`src/rtl/abs_diff_err_sweep.sv`:
```
// Exhaustive error-evaluation sweep for an approximate |a-b| circuit.
// Walks every {a,b} pair through the external DUT and accumulates the error count,
// the saturating summed error distance, and the worst-case error with its operands.
module abs_diff_err_sweep #(
    parameter int unsigned OP_W  = 4,
    parameter int unsigned RES_W = 4,
    parameter int unsigned SUM_W = 16
) (
    input  logic                clk,
    input  logic                rst,
    input  logic                start,
    output logic [OP_W-1:0]     op_a,
    output logic [OP_W-1:0]     op_b,
    input  logic [RES_W-1:0]    approx_res,
    output logic                busy,
    output logic                done,
    output logic [2*OP_W:0]     err_count,
    output logic [SUM_W-1:0]    err_sum,
    output logic                err_sat,
    output logic [OP_W-1:0]     err_max,
    output logic [OP_W-1:0]     wc_a,
    output logic [OP_W-1:0]     wc_b
);

    localparam int unsigned IdxW = 2 * OP_W;
    localparam logic [IdxW-1:0] LastIdx = '1;

    typedef enum logic [1:0] {StIdle, StSweep, StDrain, StDone} state_e;

    state_e          state_q, state_d;
    logic [IdxW-1:0] idx_q, idx_d;
    logic            clear;

    // Stage 1 pipeline registers
    logic             s1_valid_q;
    logic [OP_W-1:0]  s1_a_q, s1_b_q;
    logic [RES_W-1:0] s1_r_q;

    // Stage 2 accumulators
    logic [2*OP_W:0]  err_count_q, err_count_d;
    logic [SUM_W-1:0] err_sum_q, err_sum_d;
    logic             err_sat_q, err_sat_d;
    logic [OP_W-1:0]  err_max_q, err_max_d;
    logic [OP_W-1:0]  wc_a_q, wc_a_d;
    logic [OP_W-1:0]  wc_b_q, wc_b_d;

    logic [OP_W-1:0]  exact, approx_ext, ed;
    logic [SUM_W:0]   sum_ext;

    // Sequencer next state: start is only honoured in IDLE/DONE and clears the accumulators.
    always_comb begin
        state_d = state_q;
        idx_d   = idx_q;
        clear   = 1'b0;
        unique case (state_q)
            StIdle, StDone: begin
                if (start) begin
                    state_d = StSweep;
                    idx_d   = '0;
                    clear   = 1'b1;
                end
            end
            StSweep: begin
                if (idx_q == LastIdx) begin
                    state_d = StDrain;
                end else begin
                    idx_d = idx_q + 1'b1;
                end
            end
            // Last vector is in stage 1 here; stage 2 retires it at the end of this cycle.
            StDrain: state_d = StDone;
            default: state_d = StIdle;
        endcase
    end

    // Sequencer state and vector index; op_a/op_b hold the last vector until restart.
    always_ff @(posedge clk) begin
        if (rst) begin
            state_q <= StIdle;
            idx_q   <= '0;
        end else begin
            state_q <= state_d;
            idx_q   <= idx_d;
        end
    end

    // Stage 1: capture the applied operands together with the DUT's combinational result.
    always_ff @(posedge clk) begin
        if (rst || clear) begin
            s1_valid_q <= 1'b0;
            s1_a_q     <= '0;
            s1_b_q     <= '0;
            s1_r_q     <= '0;
        end else begin
            s1_valid_q <= (state_q == StSweep);
            s1_a_q     <= op_a;
            s1_b_q     <= op_b;
            s1_r_q     <= approx_res;
        end
    end

    // Stage 2 next state: error distance, saturating sum, and first-occurrence worst case.
    always_comb begin
        exact       = (s1_a_q > s1_b_q) ? (s1_a_q - s1_b_q) : (s1_b_q - s1_a_q);
        approx_ext  = OP_W'(s1_r_q);
        ed          = (exact > approx_ext) ? (exact - approx_ext) : (approx_ext - exact);
        sum_ext     = {1'b0, err_sum_q} + (SUM_W + 1)'(ed);
        err_count_d = err_count_q;
        err_sum_d   = err_sum_q;
        err_sat_d   = err_sat_q;
        err_max_d   = err_max_q;
        wc_a_d      = wc_a_q;
        wc_b_d      = wc_b_q;
        if (s1_valid_q) begin
            if (ed != '0) begin
                err_count_d = err_count_q + (2 * OP_W + 1)'(1);
            end
            if (sum_ext[SUM_W]) begin
                err_sum_d = '1;
                err_sat_d = 1'b1;
            end else begin
                err_sum_d = sum_ext[SUM_W-1:0];
            end
            // Strictly greater so ties keep the earliest pair in sweep order.
            if (ed > err_max_q) begin
                err_max_d = ed;
                wc_a_d    = s1_a_q;
                wc_b_d    = s1_b_q;
            end
        end
    end

    // Stage 2 accumulator registers; cleared on reset and on sweep entry.
    always_ff @(posedge clk) begin
        if (rst || clear) begin
            err_count_q <= '0;
            err_sum_q   <= '0;
            err_sat_q   <= 1'b0;
            err_max_q   <= '0;
            wc_a_q      <= '0;
            wc_b_q      <= '0;
        end else begin
            err_count_q <= err_count_d;
            err_sum_q   <= err_sum_d;
            err_sat_q   <= err_sat_d;
            err_max_q   <= err_max_d;
            wc_a_q      <= wc_a_d;
            wc_b_q      <= wc_b_d;
        end
    end

    assign {op_a, op_b} = idx_q;
    assign busy         = (state_q == StSweep) || (state_q == StDrain);
    assign done         = (state_q == StDone);
    assign err_count    = err_count_q;
    assign err_sum      = err_sum_q;
    assign err_sat      = err_sat_q;
    assign err_max      = err_max_q;
    assign wc_a         = wc_a_q;
    assign wc_b         = wc_b_q;

endmodule

```
`config.mk`:
```
export PLATFORM = sky130hd
export DESIGN_NAME = abs_diff_err_sweep
export DESIGN_NICKNAME = d
export VERILOG_FILES = /design/src/rtl/abs_diff_err_sweep.sv
export SDC_FILE = /design/constraint.sdc
export NUM_CORES = 1
export LEC_CHECK = 0
export ABC_CLOCK_PERIOD_IN_PS = 6300
export CAP_MARGIN = 20
export CORE_ASPECT_RATIO = 1.2
export CORE_MARGIN = 2
export CORE_UTILIZATION = 60
export DETAILED_ROUTE_END_ITERATION = 8
export DONT_BUFFER_PORTS = 1
export PLACE_DENSITY = 0.74
export REMOVE_ABC_BUFFERS = 1
export SLEW_MARGIN = 20
export SYNTH_ARGS = -nofsm -noshare
export SYNTH_HDL_FRONTEND = slang
export SYNTH_SLANG_ARGS = --single-unit
```
`constraint.sdc`:
```
create_clock -name clk -period 6.3 [get_ports clk]
set_clock_uncertainty 0.2 [all_clocks]
set_input_delay 0.63 -clock clk [delete_from_list [all_inputs] [get_ports clk]]
set_output_delay 0.63 -clock clk [all_outputs]
set_load 0.02 [all_outputs]
```
# After elaboration in Yosys (flattened, before gate mapping)
# Index checks and enable logic that the tools add are counted.
op_classes:
  n_addsub: 7
  order_cmp: 3
  n_eq_ne: 7
  muxes: 11
  reduce_logical: 11
ops:
  columns: ["cell", "count"]
  rows:
  - ["$add A16 B4 Y17", 1]
  - ["$mux W16", 1]
  - ["$mux W8", 2]
  - ["$pmux W8 S2", 1]
  - ["$sub A4 B4 Y4", 4]
  - ["$gt A4 B4 Y1", 3]
  - ["$add A9 B1 Y9 const B", 1]
  - ["$add A8 B1 Y8 const B", 1]
  - ["$eq A8 B8 Y1 const B", 1]
  - ["$mux W4", 2]
  - ["$reduce_and A2 Y1", 4]
  - ["$ne A2 B2 Y1 const B", 3]
  - ["$pmux W2 S3", 1]
  - ["$eq A2 B2 Y1 const B", 2]
  - ["$mux W2", 2]
  - ["$reduce_bool A4 Y1", 1]
  - ["$reduce_and A3 Y1", 1]
  - ["$eq A2 B1 Y1 const B", 1]
  - ["$logic_not A2 Y1", 1]
  - ["$logic_or A1 B1 Y1", 2]
  - ["$mux W1", 2]
  - ["$reduce_bool A2 Y1", 1]
  - ["$reduce_or A2 Y1", 1]
word_totals:
  ff_bits: 61
  input_bits: 7

# Depth between registers and ports, before layout
depth:
  ltp_word: 6
  depth_mapped: 24
  depth_no_buf: 22

# Least setup slack after synthesis
# No wires, ideal clock.
synth_path:
  path_kind: "register to register"
  startpoint: "register s1_a_q[0]"
  endpoint: "register wc_b_q[0] (netlist: wc_b[0])"
  arrival_time_ns: 4.263
  required_time_ns: 5.972
  slack_ns: 1.709
  stages_incl_launch_ff: 24
  path_buffers: 3
  synth_period_minus_slack_ns: 4.591
  path_cell_list: "dfxtp_1 > inv_1 > ha_1 > inv_1 > fa_1 > a21o_1 > a21oi_1 > a41oi_1 > mux2i_1 > xnor2_1 > ha_1 > buf_6 > nor2b_4 > o311a_4 > mux2i_1 > xor2_1 > ha_1 > nand3_1 > o22ai_1 > o221a_2 > buf_2 > buf_1 > mux2i_1 > nor2_1"
synth_between:
  elab_chain_cells: 6
  word_cells_on_any_way: 10
  classes_between: "add/sub (4); order compare (3); mux (2); reduce/logical (1)"
synth_rtl:
  columns: ["item", "line", "text"]
  rows:
  - ["start: declaration", "36", "logic [OP_W-1:0] s1_a_q, s1_b_q;"]
  - ["start signal: assignment", "96", "s1_a_q <= op_a;"]
  - ["$sub A4 B4 Y4 or $gt A4 B4 Y1 (tied branches)", "104", "exact = (s1_a_q > s1_b_q) ? (s1_a_q - s1_b_q) : (s1_b_q - s1_a_q);"]
  - ["$mux W4 (*)", "104", null]
  - ["$sub A4 B4 Y4 or $gt A4 B4 Y1 (tied branches)", "106", "ed = (exact > approx_ext) ? (exact - approx_ext) : (approx_ext - exact);"]
  - ["$mux W4 (*)", "106", null]
  - ["named net ed[2]", "47", "logic [OP_W-1:0] exact, approx_ext, ed;"]
  - ["$gt A4 B4 Y1 (*)", "125", "if (ed > err_max_q) begin"]
  - ["$reduce_and A2 Y1 (no line) (*)", null, null]
  - ["end signal: assignment", "148", "wc_b_q <= wc_b_d;"]
  - ["end: declaration", "45", "logic [OP_W-1:0] wc_b_q, wc_b_d;"]
# Mark *: on every way through the listed nets, which the timed path passes. The rest lies on a longest branch.
# A chain may end at the register's enable or synchronous reset.

# Worst setup path after layout
layout_path:
  startpoint: "register s1_a_q[0]"
  endpoint: "register err_sum_q[14] (netlist: err_sum[14])"
layout_between:
  elab_chain_cells: 6
  word_cells_on_any_way: 10
  classes_between: "add/sub (5); order compare (2); mux (3)"
layout_rtl:
  columns: ["item", "line", "text"]
  rows:
  - ["$sub A4 B4 Y4 or $gt A4 B4 Y1 (tied branches)", "104", null]
  - ["$mux W4 (*)", "104", null]
  - ["$sub A4 B4 Y4 or $gt A4 B4 Y1 (tied branches)", "106", null]
  - ["$mux W4 (*)", "106", null]
  - ["named net ed[2]", "47", null]
  - ["$add A16 B4 Y17 (*)", "107", "sum_ext = {1'b0, err_sum_q} + (SUM_W + 1)'(ed);"]
  - ["$mux W16 (*)", "118", "if (sum_ext[SUM_W]) begin"]
  - ["end signal: assignment", "144", "err_sum_q <= err_sum_d;"]
  - ["end: declaration", "41", "logic [SUM_W-1:0] err_sum_q, err_sum_d;"]
# Marked as above.

==> results.cfg <==
[detailed_routing]
vias_per_cell = 5.85
wl_per_cell_um = 15.6
vias = 2520
drt_iter0_drc = 193
antenna_left = 0
dr.pass1.iters = 4
drc_errors = 0
drt_wl_total_um = 6710

[yosys]
async_flop_share_pct = 0
netlist_top_cells_count = dfxtp_1, nor2_1, inv_1
synth_edf_count = 0
synth_area_per_cell_um2 = 9.02
ys_seq_elements = 61
ys_warn_count = 0
yosysTopAreaCellShare_pct = 37.4
synth_seq_area_share_pct = 37.4
yosys.cell_types.count = 50
netlist_instances = 362
synthFlopType = dfxtp_1
synth.area.top_cells = dfxtp_1, ha_1, mux2i_1
synth_top_area_cell = dfxtp_1
synth.most_common_cell = dfxtp_1
syn_area_um2 = 3270

[cts]
clk_path_buf_depth = 2
cts_resized = 0
insertion_delay_ns = 0.34
cts_buffers = 9
htree_levels = 3
cts.clk_slew.worst_paths_ns = 0.07
cts_setup_buffers = 0
cts_tree = built
cts-root-buf = clkbuf_8
hold_buffers = 0
cts.sinks = 61

[power]
ir_drop_mv = 0.256
power_mw = 1.18
power.internal_mw = 0.767
pwr-share-seq_pct = 37.9
powerDensity_nw_per_um2 = 335
switchingPower_mw = 0.413
swShare_pct = 35.0
p_leak_nw = 1.37
comb_power_share_pct = 29.2
clock_power_share_pct = 32.9

[timing]
post-route-period-util_pct = 81.6
final_max_slew_viol_count = 0
fin_tns_setup_ns = 0
max_freq_mhz = 194
hold_viol = 0
period_needed_ns = 5.14
slew_headroom_pct = 53.6
rsz0062_at_grt = no
final-setup-viol-count = 0
worst_pin_slew_ns = 0.696

[final_layout]
layout-drive-gt1-share_pct = 8.67
fillers = 437
final_util_pct = 67.0
layout-area-overhead-vs-synth_pct = 7.97
diodes = 0
postLayoutCellArea_um2 = 3530
finish.net_count = 403

[worst_hold_path]
hold_path_class = in2reg

[floorplanning]
initial_core_util_pct = 62.1
die_y_um = 84.8
rows = 29
die_area_um2 = 6050
dieWidth_um = 71.3
core_um2 = 5260
io-pin-count = 55

[place]
place_hpwl_um = 4800
port_buffers = 0
placed_area_um2 = 3300
finalWeightedCongestion = 0.827

[critical_path]
critical_path.endpoint_type = flip-flop
start_kind = flip-flop
cp_common_cell = ha_1
max_stage_delay_ns = 0.45
worstPathArrival_ns = 5.15
cp_slowest_cell = o211ai_1
crit_type = reg2reg
crit_required_ns = 6.31
critPathMaxFanout = 9
cp_cell_sequence = inv_1 -> ha_1 -> inv_1 -> fa_1 -> a21o_1 -> a21oi_1 -> a41oi_1 -> mux2i_1 -> xnor2_1 -> ha_1 -> nor2b_4 -> o311a_4 -> mux2i_1 -> xor2_1 -> ha_1 -> nor2b_1 -> o21a_1 -> o211ai_1 -> nor2_1 -> a31oi_1 -> a211oi_1

[status]
status = completed

[global_routing]
grt_pass1_wl_um = 11100
grt.overflow.total = 0
grt_pass1_vias = 2339
grt_antenna_before_repair = 0
grt_usage_pct = 23.4
grt_max_degree = 34

[job]
maxCapViolCount = 0
-- layout make-up --
| cell class | count | area, um^2 | share of cell area [%] |
|---|---|---|---|
| Clock buffer | 9 | 124 | 3.51 |
| Clock inverter | 7 | 97.6 | 2.77 |
| Inverter | 32 | 120 | 3.41 |
| Multi-Input combinational cell | 258 | 1870 | 53.1 |
| Sequential cell | 61 | 1220 | 34.6 |
| Tap cell | 62 | 77.6 | 2.20 |
| Timing Repair Buffer | 2 | 15.0 | 0.426 |
-- layer usage --
| metal | vias up | wire length (um) | global-route usage, % |
|---|---|---|---|
| met1 | 1174 | 2950 | 28.1 |
| met5 | - | 0 | 0 |
| met3 | 14 | 412 | 7.60 |
| met4 | 0 | 138 | 10.3 |
| met2 | 62 | 3210 | 38.0 |
| li1 | 1270 | - | - |
-- power by group through the flow --
stage	registers, mW	logic [mW]	clock network [mW]
2_1_floorplan	0.448	0.271	0
3_5_place_dp	0.457	0.340	0
6_report	0.447	0.345	0.389
3_3_place_gp	0.455	0.329	0
5_1_grt	0.451	0.387	0.410
4_1_cts	0.447	0.343	0.397
-- stage by stage --
step | hold slack (ns) | setup WS [ns] | cells
2_1_floorplan | 0.264 | 1.74 | 351
3_3_place_gp | 0.295 | 1.46 | 415
3_5_place_dp | 0.305 | 1.24 | 415
4_1_cts | 0.139 | 1.20 | 431
5_1_grt | 0.140 | 0.895 | 431
6_report | 0.152 | 1.16 | 431
-- worst paths after layout --
check | startpoint | end | cells past startpoint | slack, ns
setup / recovery | s1_a_q[0]$_SDFF_PP0_ | err_sum[14]$_SDFFE_PP0P_ | 21 | 1.16
setup reg to reg | s1_a_q[0]$_SDFF_PP0_ | err_sum[14]$_SDFFE_PP0P_ | 21 | 1.16
hold / removal | rst | state_q[1]$_SDFFE_PP0P_ | 1 | 0.15
hold reg to reg | s1_a_q[3]$_SDFF_PP0_ | wc_a[3]$_SDFFE_PP0P_ | 2 | 0.32
-- placed cells by master, fill, tap and decap left out, types with 3 or more instances in the layout --
master,instances
and2_1,13
nand2_1,18
o211ai_1,4
a21oi_1,26
and3_1,3
nor2_1,35
nand4_1,7
nor3_1,5
or4_1,4
dfxtp_1,61
inv_1,32
o221a_2,3
a31oi_1,4
mux2i_1,18
a21o_1,4
o21ai_0,14
nor4_1,3
ha_1,27
or2_2,3
or3_1,7
o31ai_1,3
xor2_1,13
clkbuf_8,9
nand3_1,11
fa_1,5
-- state kept, by name, indices dropped and copies added (netlist names) --
name        cells
err_count       9
state_q         2
s1_a_q          4
idx_q           8
approx_ext      4
s1_b_q          4
err_max         4
err_sat         1
s1_valid_q      1
wc_a            4
wc_b            4
err_sum        16
-- critical path: cells and delay by family, from the launching register on --
kind	cells	cell delay (ns)
XOR/XNOR	2	0.48
AO/OA/AOI/OAI	8	1.78
adder cells (fa/ha/maj)	4	1.09
AND/OR/NAND/NOR	3	0.46
buffers and inverters	2	0.14
multiplexers	2	0.48
flip-flops	1	0.36
-- logic make-up after synthesis --
family          count (synthesis)  synth area share (%)
flops                          61                  37.4
mux                            20                  6.21
fa+ha+maj                      32                  13.4
compound gates                 72                  14.7
xor+xnor                       15                  4.02
buf+inv                        43                  5.33
simple gates                  119                  18.9
Note: power is estimated with default switching activity, not from simulation.
